==> config.mk <==
export PLATFORM = sky130hd
export DESIGN_NAME = serial_to_parallel
export DESIGN_NICKNAME = d
export VERILOG_FILES = /design/src/rtl/serial_to_parallel.sv
export SDC_FILE = /design/constraint.sdc
export NUM_CORES = 1
export LEC_CHECK = 0
export ABC_AREA = 0
export BUFFER_PORTS_ARGS = -buffer_cell sky130_fd_sc_hd__buf_2
export CAP_MARGIN = 5
export CORE_AREA = 3 3 40 42
export DETAILED_ROUTE_END_ITERATION = 10
export DIE_AREA = 0 0 43 45
export HOLD_SLACK_MARGIN = 0.05
export PLACE_DENSITY = 0.63
export SETUP_SLACK_MARGIN = 0.5
export SYNTH_ARGS = -nofsm -noshare
export SYNTH_HDL_FRONTEND = slang
export SYNTH_SLANG_ARGS = --single-unit
==> constraint.sdc <==
create_clock -name clk -period 1.65 [get_ports clk]
set_clock_uncertainty 0.1 [all_clocks]
set_input_delay 0.33 -clock clk [delete_from_list [all_inputs] [get_ports clk]]
set_output_delay 0.33 -clock clk [all_outputs]
set_load 0.01 [all_outputs]
==> src/rtl/serial_to_parallel.sv <==
// -----------------------------------------------------------------------------
// serial_to_parallel
//   Deserializer. Qualified serial bits (valid_in=1) are gathered into WIDTH-bit
//   words in a shift register. Each completed word is copied into a separate
//   held output register and offered to a word-oriented consumer.
//   This block is the receive-side partner of the parallel-to-serial
//   transmitter. The transmitter's serial_out and valid_out connect to
//   serial_in and valid_in here.
//
// Parameters
//   WIDTH      bits per word (>= 2)
//   MSB_FIRST  0: the first received bit lands in parallel_out[0]
//              1: the first received bit lands in parallel_out[WIDTH-1]
//
// Ports
//   clk           in   1      single clock; all state changes on the rising edge
//   reset         in   1      asynchronous assert, active-low
//   serial_in     in   1      serial data bit
//   valid_in      in   1      serial_in carries a real bit this cycle
//   ready_in      in   1      consumer accepts parallel_out this cycle
//   parallel_out  out  WIDTH  assembled word; stable while valid_out=1
//   valid_out     out  1      a word is available; held until it is accepted
//   busy_out      out  1      a partial word is in progress (1..WIDTH-1 bits held)
//   overrun_out   out  1      sticky; set when a completed word was dropped
//   state_dbg     out  1      assembly FSM state (0 = IDLE, 1 = SHIFT)
//
// Output handshake: a word transfers on a rising edge where valid_out=1 and
//   ready_in=1. While valid_out=1 and no transfer occurs, parallel_out does not
//   change. A word that completes while the output register is full and not
//   transferring is dropped, and overrun_out is set. ready_in is ignored while
//   valid_out=0.
//
// Every output is driven directly from a register, so no input has a
// combinational path to any output.
// -----------------------------------------------------------------------------
module serial_to_parallel #(
  parameter int WIDTH     = 4,
  parameter bit MSB_FIRST = 1'b0
) (
  input  logic             clk,
  input  logic             reset,
  input  logic             serial_in,
  input  logic             valid_in,
  input  logic             ready_in,
  output logic [WIDTH-1:0] parallel_out,
  output logic             valid_out,
  output logic             busy_out,
  output logic             overrun_out,
  output logic [0:0]       state_dbg
);

  localparam int CW = $clog2(WIDTH);
  localparam logic [CW-1:0] LAST_CNT = CW'(WIDTH - 1);
  localparam logic [CW-1:0] ONE_CNT  = CW'(1);

  localparam logic [0:0] S_IDLE  = 1'b0;
  localparam logic [0:0] S_SHIFT = 1'b1;

  // Assembly state
  logic [0:0]       state_q, state_d;
  logic [CW-1:0]    cnt_q,   cnt_d;
  logic [WIDTH-1:0] sh_q,    sh_d;

  // Output register state
  logic [WIDTH-1:0] out_q, out_d;
  logic             vld_q, vld_d;
  logic             ovr_q, ovr_d;

  // The shift register with the current serial bit already inserted.
  logic [WIDTH-1:0] sh_shifted;
  logic             word_done;

  // The shift direction sets the bit placement, so no reversal is needed after
  // capture. For LSB-first, new bits enter at the top and move down. After
  // WIDTH bits, the first bit is in bit 0.
  generate
    if (MSB_FIRST) begin : g_msb_first
      assign sh_shifted = {sh_q[WIDTH-2:0], serial_in};
    end else begin : g_lsb_first
      assign sh_shifted = {serial_in, sh_q[WIDTH-1:1]};
    end
  endgenerate

  // Assembly FSM. When valid_in=0, the state, count and partial word are all
  // held, so a gap never aborts a word.
  always_comb begin
    state_d   = state_q;
    cnt_d     = cnt_q;
    sh_d      = sh_q;
    word_done = 1'b0;
    if (valid_in) begin
      sh_d = sh_shifted;
      case (state_q)
        S_IDLE: begin
          cnt_d   = ONE_CNT;
          state_d = S_SHIFT;
        end
        default: begin
          if (cnt_q == LAST_CNT) begin
            word_done = 1'b1;
            cnt_d     = '0;
            state_d   = S_IDLE;
          end else begin
            cnt_d = cnt_q + ONE_CNT;
          end
        end
      endcase
    end
  end

  // Output register. A completing word takes priority over the plain
  // "transfer, go empty" case. This lets back-to-back words stream with no
  // bubble when the consumer takes the old word on the same edge.
  always_comb begin
    out_d = out_q;
    vld_d = vld_q;
    ovr_d = ovr_q;
    if (word_done) begin
      if (!vld_q || ready_in) begin
        out_d = sh_shifted;
        vld_d = 1'b1;
      end else begin
        ovr_d = 1'b1;
      end
    end else if (vld_q && ready_in) begin
      vld_d = 1'b0;
    end
  end

  always_ff @(posedge clk or negedge reset) begin
    if (!reset) begin
      state_q <= S_IDLE;
      cnt_q   <= '0;
      sh_q    <= '0;
      out_q   <= '0;
      vld_q   <= 1'b0;
      ovr_q   <= 1'b0;
    end else begin
      state_q <= state_d;
      cnt_q   <= cnt_d;
      sh_q    <= sh_d;
      out_q   <= out_d;
      vld_q   <= vld_d;
      ovr_q   <= ovr_d;
    end
  end

  assign parallel_out = out_q;
  assign valid_out    = vld_q;
  assign busy_out     = (state_q == S_SHIFT);
  assign overrun_out  = ovr_q;
  assign state_dbg    = state_q;

endmodule

## Word level (Yosys, flattened, before mapping)

Cells that the tools add are included.

| cells by class | value |
|---|---|
| multiplexer cells | 10 |
| reduce and logical (&&, ||, !) cells | 7 |
| bitwise operators | 1 |
| add/subtract/negate cells | 1 |
| equal/unequal tests | 2 |

Operators by type and width:

| kind | count |
|---|---|
| 1-bit 2-to-1 mux | 8 |
| 2-bit AND reduction | 3 |
| 2-bit 2-to-1 mux | 2 |
| 2-bit by 1-bit adder with 2-bit output (second input constant) | 1 |
| 2-bit equality test (second input constant) | 1 |
| 2-bit by 1-bit inequality test with 1-bit output (second input constant) | 1 |
| 2-bit nonzero test | 1 |
| 1-bit logical AND | 1 |
| 1-bit logical NOT | 1 |
| 1-bit logical OR | 1 |
| 1-bit NOT | 1 |

| storage, ports and cells | value |
|---|---|
| word-level logic and storage cells | 27 |
| input bits | 5 |
| register bits | 13 |
| output and inout bits | 8 |

## Depth between registers and ports, before layout

Gate-level depths: netlist (run 1).

| logic depth | value |
|---|---|
| depth after elaboration | 6 |
| gate-level depth with buffers | 4 |
| gate-level depth less buffers | 4 |

## Worst setup path before layout (run 1)

No wires, ideal clock.

| path | value |
|---|---|
| path type | register to register |
| start | register cnt_q[0] |
| end | register out_q[3], in the netlist parallel_out[3] |
| stages on the path, launching flop included | 5 |
| required time | 1.425 ns |
| path buffers | 0 |
| setup time | 0.125 ns |
| arrival time | 1.133 ns |
| period minus slack after synthesis | 1.358 ns |
| setup slack | 0.292 ns |
| cell sequence | dfrtp_1 > ha_1 > nand3_4 > nor2b_4 > mux2_2 |

| on the way | value |
|---|---|
| longest elaborated chain between the ends | 5 |

RTL lines:

| what | line | text |
|---|---|---|
| from (decl) | 61 | `logic [CW-1:0] cnt_q, cnt_d;` |
| from (signal assigned) | 140 | `cnt_q <= cnt_d;` |
| 2-bit equality test | 99 | `if (cnt_q == LAST_CNT) begin` |
| 1-bit 2-to-1 mux | 99 |  |
| 1-bit 2-to-1 mux | 93 | `case (state_q)` |
| 1-bit 2-to-1 mux | 91 | `if (valid_in) begin` |
| 2-bit AND reduction (no source line) | n/a |  |
| to (signal assigned) | 142 | `out_q <= out_d;` |
| to (decl) | 65 | `logic [WIDTH-1:0] out_q, out_d;` |

Every way passes these cells.
A chain may end at the register's enable or synchronous reset.

## Final worst setup path (run 1)

Ends and elaborated chain as after synthesis.

==> flow_metrics.env, run 1 <==
export IMPL_cts_max_path_buffers=2
export IMPL_drt_wl_total_um=992
export IMPL_ys_top_cells_by_area="dfrtp_1 (61%), mux2_2 (16%), nand3_4 (3.5%)"
export IMPL_grt_pass1_wl_mm=1.68
export IMPL_crit_type="reg -> reg"
export IMPL_cts_tree="built"
export IMPL_cts_sinks=12
export IMPL_ctsRootBufferMaster="clkbuf_4"
export IMPL_min_path_type="in -> reg"
export IMPL_synth_common_cells="dfrtp_1 (12), mux2_2 (7), o21a_1 (2)"
export IMPL_synth_nets=39
export IMPL_synth_top_area_share_pct=60.6
export IMPL_worstReg2RegEnd="parallel_out[3]"
export IMPL_gp_congestion=0.708
export IMPL_firstDrtPassIters=2
export IMPL_final_cells=72
export IMPL_rows=13
export IMPL_dr_first_iter_drc_count=4
export IMPL_synth_area_leader_cell="dfrtp_1"
export IMPL_finalInstanceArea_um2=711
export IMPL_h_tree_depth=1
export IMPL_grt_pass1_vias=372
export IMPL_finalSetupViolCount=0
export IMPL_ys_ff_latch=12
export IMPL_synth_edf_count=0
export IMPL_globalRouteOverflowTotal=0
export IMPL_ioPinCount=13
export IMPL_place_area_um2=558
export IMPL_timing_final_crit_share_pct=83.6
export IMPL_clk_latency_ns=0.27
export IMPL_wl_per_cell_um=13.8
export IMPL_synth_async_reset_ratio_pct=100
export IMPL_synth_cells=33
export IMPL_postLayoutCoreUtil_pct=55.3
export IMPL_hold_violations=0
export IMPL_vias=339
export IMPL_timing_slew_headroom_pct=81.8
export IMPL_worst_pin_slew_ns=0.274
export IMPL_rrSetupSlack_ns=0.27
export IMPL_io_buffers=12
export IMPL_grt_max_degree=13
export IMPL_status="finished, final reports clean"
export IMPL_setup_worst_path_start="cnt_q[0]"
export IMPL_synth_main_ff_cell="dfrtp_1"
export IMPL_start_kind="flip-flop"
export IMPL_dieWidth_um=43
export IMPL_via_per_inst=4.71
export IMPL_drive_gt1_share_pct=63.2
export IMPL_diodes=0
export IMPL_syn_to_final_growth_pct=43.4
export IMPL_critPathMaxFanout=4
export IMPL_route_detailed_drc=0
export IMPL_cp_required_ns=1.71
export IMPL_r2r_start="cnt_q[0]"
export IMPL_drv_cap=0
export IMPL_antenna_found_initial=0
export IMPL_clk_pin_slew_worst_paths_ns=0.08
export IMPL_tns_ns=0
export IMPL_p_per_area_mw_per_mm2=1870
export IMPL_start_util_pct=38.6
export IMPL_track_usage_pct=12.2
export IMPL_period_needed_ns=1.38
export IMPL_postRouteAntennaNets=0
export IMPL_fp_coreArea_mm2=0.00128
export IMPL_yosys_warnings=0
export IMPL_cp_endpoint="parallel_out[3]"
export IMPL_synth_cell_types=15
export IMPL_cp_arrival_ns=1.44
export IMPL_post_place_cells=58
export IMPL_nets=64
export IMPL_die_area_mm2=0.00194
export IMPL_netlist_area_um2=495
export IMPL_nFillCells=112
export IMPL_die_h_um=45
export IMPL_p_leak_nw=0.346
export IMPL_synth_avg_cell_area_um2=15.0
export IMPL_end_kind="flip-flop"
export IMPL_seq_area_frac_synth_pct=60.6
export IMPL_slew_viol_final=0
export IMPL_max_freq_mhz=725
export IMPL_r2r_cells=4
export IMPL_numCtsBuffers=3
export IMPL_synth_most_common_cell="dfrtp_1"
export IMPL_peakVddDrop_mv=0.700
export IMPL_rsz0062_at_grt="true"
==> how the worst min path moves through the flow <==
stage               startpoint              end  cells after the start
global route         serial_in          sh_q[3]                      2
finish               serial_in  parallel_out[3]                      2
CTS                  serial_in  parallel_out[3]                      2
global placement         reset         cnt_q[1]                      1
floorplan                reset         busy_out                      0
detailed placement       reset         cnt_q[1]                      1
==> registers in the layout, summed over array words and instances, names as in the netlist <==
signal and cells:
cnt_q 2, parallel_out 4, valid_out 1, overrun_out 1
sh_q 3, busy_out 1
==> metal layers <==
metal  vias to the layer above  share of wire, %  track usage (%)
met3                         0               3.4             3.59
li1                        161                 -                -
met2                         8                57             21.9
met1                       170                40             13.4
met4                         0                 0             5.42
met5                         -                 0                0
==> layout make-up <==
cell class | count | area (um^2) | area share [%]
sequential | 12 | 302 | 42.4
tap | 15 | 18.8 | 2.64
clock buffer | 4 | 36.3 | 5.11
inverter | 1 | 3.75 | 0.528
multi-input combinational | 18 | 200 | 28.2
timing repair buffer | 22 | 150 | 21.1
==> kinds of logic (layout without fill, tap and decap cells) <==
| logic type | Yosys count | count (layout) | share of synthesized area (%) |
|---|---|---|---|
| AND/OR/NAND/NOR | 5 | 5 | 9.34 |
| multiplexers | 7 | 7 | 15.9 |
| AO/OA/AOI/OAI | 5 | 5 | 7.07 |
| buffers and inverters | 3 | 27 | 4.55 |
| flip-flops | 12 | 12 | 60.6 |
| adder cells (fa/ha/maj) | 1 | 1 | 2.52 |
==> stage by stage <==
stage / hold slack, ns / power, mW / setup slack (ns)
6_report: 0.210 / 1.33 / 0.270
5_1_grt: 0.194 / 1.42 / 0.228
4_1_cts: 0.201 / 1.30 / 0.271
3_5_place_dp: 0.122 / 0.855 / 0.214
3_3_place_gp: 0.106 / 0.828 / 0.266
2_1_floorplan: -0.0656 / 0.726 / 0.313
==> repair_timing <==
item / CTS / global route
pin swaps: 1 / 0
hold buffers: 1 / 0
buffers inserted: 7 / 2
setup endpoints to repair: 12 / 13
resized for setup: 8 / 0
endpoints found under the hold margin: 12 / 0
==> power breakdown <==
part / switching, mW / total [mW] / leakage (nW) / internal [mW]
combinational: 0.220 / 0.598 / 0.183 / 0.378
clock: 0.101 / 0.235 / 0.0210 / 0.134
sequential: 0.0848 / 0.497 / 0.142 / 0.412
total: 0.406 / 1.33 / 0.346 / 0.924
==> cells in the final DEF (no fill, tap or decap), drive strengths merged <==
master and instances:
clkbuf 4, o21a 2, nor2b 1, o211ai 1, dfrtp 12, buf 21
o21bai 1, o21ai 1, nand2b 1, nand3 2, nand2 1, dlygate4sd3 1
mux2 7, ha 1, inv 1
==> critical path, stage by stage, from the launching register on <==
cell and delay (ns):
dfrtp_1 0.40, ha_4 0.17, nand3_4 0.07, nor2b_4 0.21, mux2_4 0.32
Note: power is estimated with default switching activity, not from simulation.
==> inputs of run 2 (changes only) <==
--- a/config.mk
+++ b/config.mk
@@ -5,14 +5,14 @@
 export SDC_FILE = /design/constraint.sdc
 export NUM_CORES = 1
 export LEC_CHECK = 0
-export ABC_AREA = 0
+export ABC_AREA = 1
 export BUFFER_PORTS_ARGS = -buffer_cell sky130_fd_sc_hd__buf_2
 export CAP_MARGIN = 5
 export CORE_AREA = 3 3 40 42
 export DETAILED_ROUTE_END_ITERATION = 10
 export DIE_AREA = 0 0 43 45
 export HOLD_SLACK_MARGIN = 0.05
-export PLACE_DENSITY = 0.63
+export PLACE_DENSITY = 0.67
 export SETUP_SLACK_MARGIN = 0.5
 export SYNTH_ARGS = -nofsm -noshare
 export SYNTH_HDL_FRONTEND = slang
==> constraint.sdc (replaced) <==
create_clock -name clk -period 1.22 [get_ports clk]
set_clock_uncertainty 0.1 [all_clocks]
set_input_delay 0.244 -clock clk [delete_from_list [all_inputs] [get_ports clk]]
set_output_delay 0.244 -clock clk [all_outputs]
set_load 0.01 [all_outputs]
==> flow_metrics.env, run 2 <==
export IMPL_status="finished with violations"
export IMPL_violations="hold timing"
export IMPL_place_area_um2=602
export IMPL_drv_cap=0
export IMPL_wl_met1_um=414
export IMPL_clk_pin_slew_worst_paths_ns=0.07
export IMPL_r2r_cells=6
export IMPL_holdWs_ns=-0.258
export IMPL_synth_most_common_cell="nand2_1"
export IMPL_yosys_warnings=0
export IMPL_worstReg2RegEnd="parallel_out[1]"
export IMPL_critPathMaxFanout=4
export IMPL_crit_type="reg -> out"
export IMPL_timing_final_crit_share_pct=96.5
export IMPL_fp_coreArea_mm2=0.00128
export IMPL_r2r_start="cnt_q[0]"
export IMPL_vias=411
export IMPL_mostFrequentLayoutCells="nand2_1 (17), dfrtp_1 (11), buf_2 (10), buf_4 (7), nand3_1 (4)"
export IMPL_hold_violations=12
export IMPL_route_detailed_drc=0
export IMPL_dieWidth_um=43
export IMPL_globalRouteOverflowTotal=0
export IMPL_synth_cells=53
export IMPL_ctsRootBufferMaster="clkbuf_4"
export IMPL_highest_layer="met4"
export IMPL_grt_pass1_vias=361
export IMPL_synth_edf_count=0
export IMPL_swShare_pct=34.3
export IMPL_internal_power_mw=1.06
export IMPL_synth_cell_types=12
export IMPL_via_per_inst=4.62
export IMPL_seq_area_frac_synth_pct=57.7
export IMPL_end_kind="primary output"
export IMPL_wl_met2_um=539
export IMPL_rsz0062_at_grt="true"
export IMPL_start_kind="flip-flop"
export IMPL_worst_pin_slew_ns=0.272
export IMPL_postRouteAntennaNets=0
export IMPL_cts_tree="built"
export IMPL_critPathTopFamily="flip-flops"
export IMPL_synth_avg_cell_area_um2=9.82
export IMPL_wl_per_cell_um=11.3
export IMPL_numCtsBuffers=3
export IMPL_setup_worst_path_start="busy_out"
export IMPL_cp_required_ns=0.88
export IMPL_dr_first_iter_drc_count=5
export IMPL_ioPinCount=13
export IMPL_cp_slowest_cell="dfrtp_2"
export IMPL_track_usage_pct=11.0
export IMPL_dp_hpwl_um=693
export IMPL_synth_area_leader_cell="dfrtp_1"
export IMPL_p_clk_share_pct=19.1
export IMPL_cp_depth=1
export IMPL_peakVddDrop_mv=1.15
export IMPL_crit_chain="buf_6"
export IMPL_diodes=0
export IMPL_wl_met3_um=45
export IMPL_finalSetupViolCount=0
export IMPL_p_sw_uw=554
export IMPL_synth_nets=59
export IMPL_cp_endpoint="state_dbg"
export IMPL_nets=81
export IMPL_ys_top_cells_by_area="dfrtp_1 (58%), nand2_1 (13%), nand3_1 (5.8%)"
export IMPL_rrSetupSlack_ns=0.06
export IMPL_tns_ns=0
export IMPL_ys_ff_latch=12
export IMPL_grt_max_degree=13
export IMPL_antenna_found_initial=0
export IMPL_min_path_type="in -> async"
export IMPL_io_buffers=12
export IMPL_slowest_delay_ns=0.44
export IMPL_cp_arrival_ns=0.83
export IMPL_synth_common_cells="nand2_1 (18), dfrtp_1 (12), nand3_1 (6), inv_1 (5), nor2_1 (3)"
export IMPL_netlist_area_um2=520
export IMPL_clk_latency_ns=0.26
export IMPL_gp_congestion=0.768
export IMPL_cts_sinks=12
export IMPL_drive_gt1_share_pct=48.6
export IMPL_nFillCells=122
export IMPL_die_h_um=45
export IMPL_mostFrequentLayoutCell="nand2_1"
export IMPL_critPathBufInv=1
export IMPL_slew_viol_final=0
export IMPL_combPwrFrac_pct=42.6
export IMPL_h_tree_depth=1
export IMPL_p_leak_nw=0.390
export IMPL_timing_slew_headroom_pct=81.9
export IMPL_grt_pass1_wl_mm=1.57
export IMPL_pwr_share_seq_pct=38.3
export IMPL_max_freq_mhz=849
export IMPL_synth_top_area_share_pct=57.7
export IMPL_rows=13
export IMPL_largest_reg_flops=4
export IMPL_die_area_mm2=0.00194
export IMPL_syn_to_final_growth_pct=38.0
export IMPL_synth_main_ff_cell="dfrtp_1"
export IMPL_period_needed_ns=1.18
export IMPL_cts_max_path_buffers=2
export IMPL_synth_async_reset_ratio_pct=100
export IMPL_start_util_pct=40.5
export IMPL_finalInstanceArea_um2=718
export IMPL_p_per_area_mw_per_mm2=2250
export IMPL_firstDrtPassIters=4
export IMPL_drt_wl_total_mm=1.01
## run 2: changes by cell type in the layout (fill, tap and decap cells not counted), moves of 3 or more
cell | previous run | this run
nand2_1 | 1 | 17
nand3_1 | 1 | 4
mux2_4 | 4 | 0
mux2_2 | 3 | 0
nor2_1 | 0 | 3
## run 2: layer usage
metal | track usage, % | up-vias
met1 | 13.5 | 193
li1 | - | 210
met4 | 5.42 | 0
met3 | 3.98 | 2
met5 | 0 | -
met2 | 17.1 | 6
## run 2: final cells by class
class                   count  area (um^2)  area share, %
well taps                  15         18.8           2.61
multi-input cells          34          215           30.0
repair buffers             19          125           17.4
clock buffers               4         36.3           5.05
inverters                   5         21.3           2.96
flip-flops and latches     12          302           42.0
## run 2: metrics by stage
stage	setup slack, ns	util (%)	instances	power, mW
2_1_floorplan	0.168	-	53	0.956
3_3_place_gp	0.119	46.8	79	1.08
3_5_place_dp	0.0811	46.8	79	1.11
4_1_cts	0.0290	53.2	87	1.56
5_1_grt	-0.00325	55.9	89	1.75
6_report	0.0424	55.9	89	1.62
## run 2: power by group through the flow
stage / Combinational, mW / Clock [mW] / Sequential, mW
after floorplan: 0.286 / 0 / 0.670
after global routing: 0.767 / 0.351 / 0.636
after detailed placement: 0.467 / 0 / 0.642
final: 0.689 / 0.309 / 0.620
after global placement: 0.447 / 0 / 0.636
after CTS: 0.615 / 0.322 / 0.623
## run 2: worst register-to-register path, stage by stage (launching register included)
cell and delay [ns]:
dfrtp_1 0.41, ha_4 0.17, inv_4 0.04, nor2_8 0.15
nand2_4 0.08, nand2_1 0.07, nand2_1 0.05
## run 2: cells by family after synthesis
group                      Yosys count  synth area share [%]
adders and majority gates            1                  2.40
DFF                                 12                  57.7
buffers and inverters                7                  7.21
and+or+nand+nor                     30                  29.1
AOI/OAI and AO/OA                    3                  3.61
## run 2: worst min path at each step
stage / from / end / cells after the start / slack, ns
global route: reset / parallel_out[2] / 1 / -0.27
CTS: reset / parallel_out[3] / 1 / -0.26
global placement: reset / parallel_out[3] / 1 / 0.03
finish: reset / parallel_out[3] / 1 / -0.26
floorplan: reset / busy_out / 0 / -0.15
detailed placement: reset / parallel_out[3] / 1 / 0.04
## run 2: what timing repair did
action / in CTS / in global routing
hold endpoints to repair: 12 / 12
resized for setup: 5 / 6
setup endpoints to repair: 20 / 20
pin swaps: 2 / 4
buffers inserted: 4 / 2
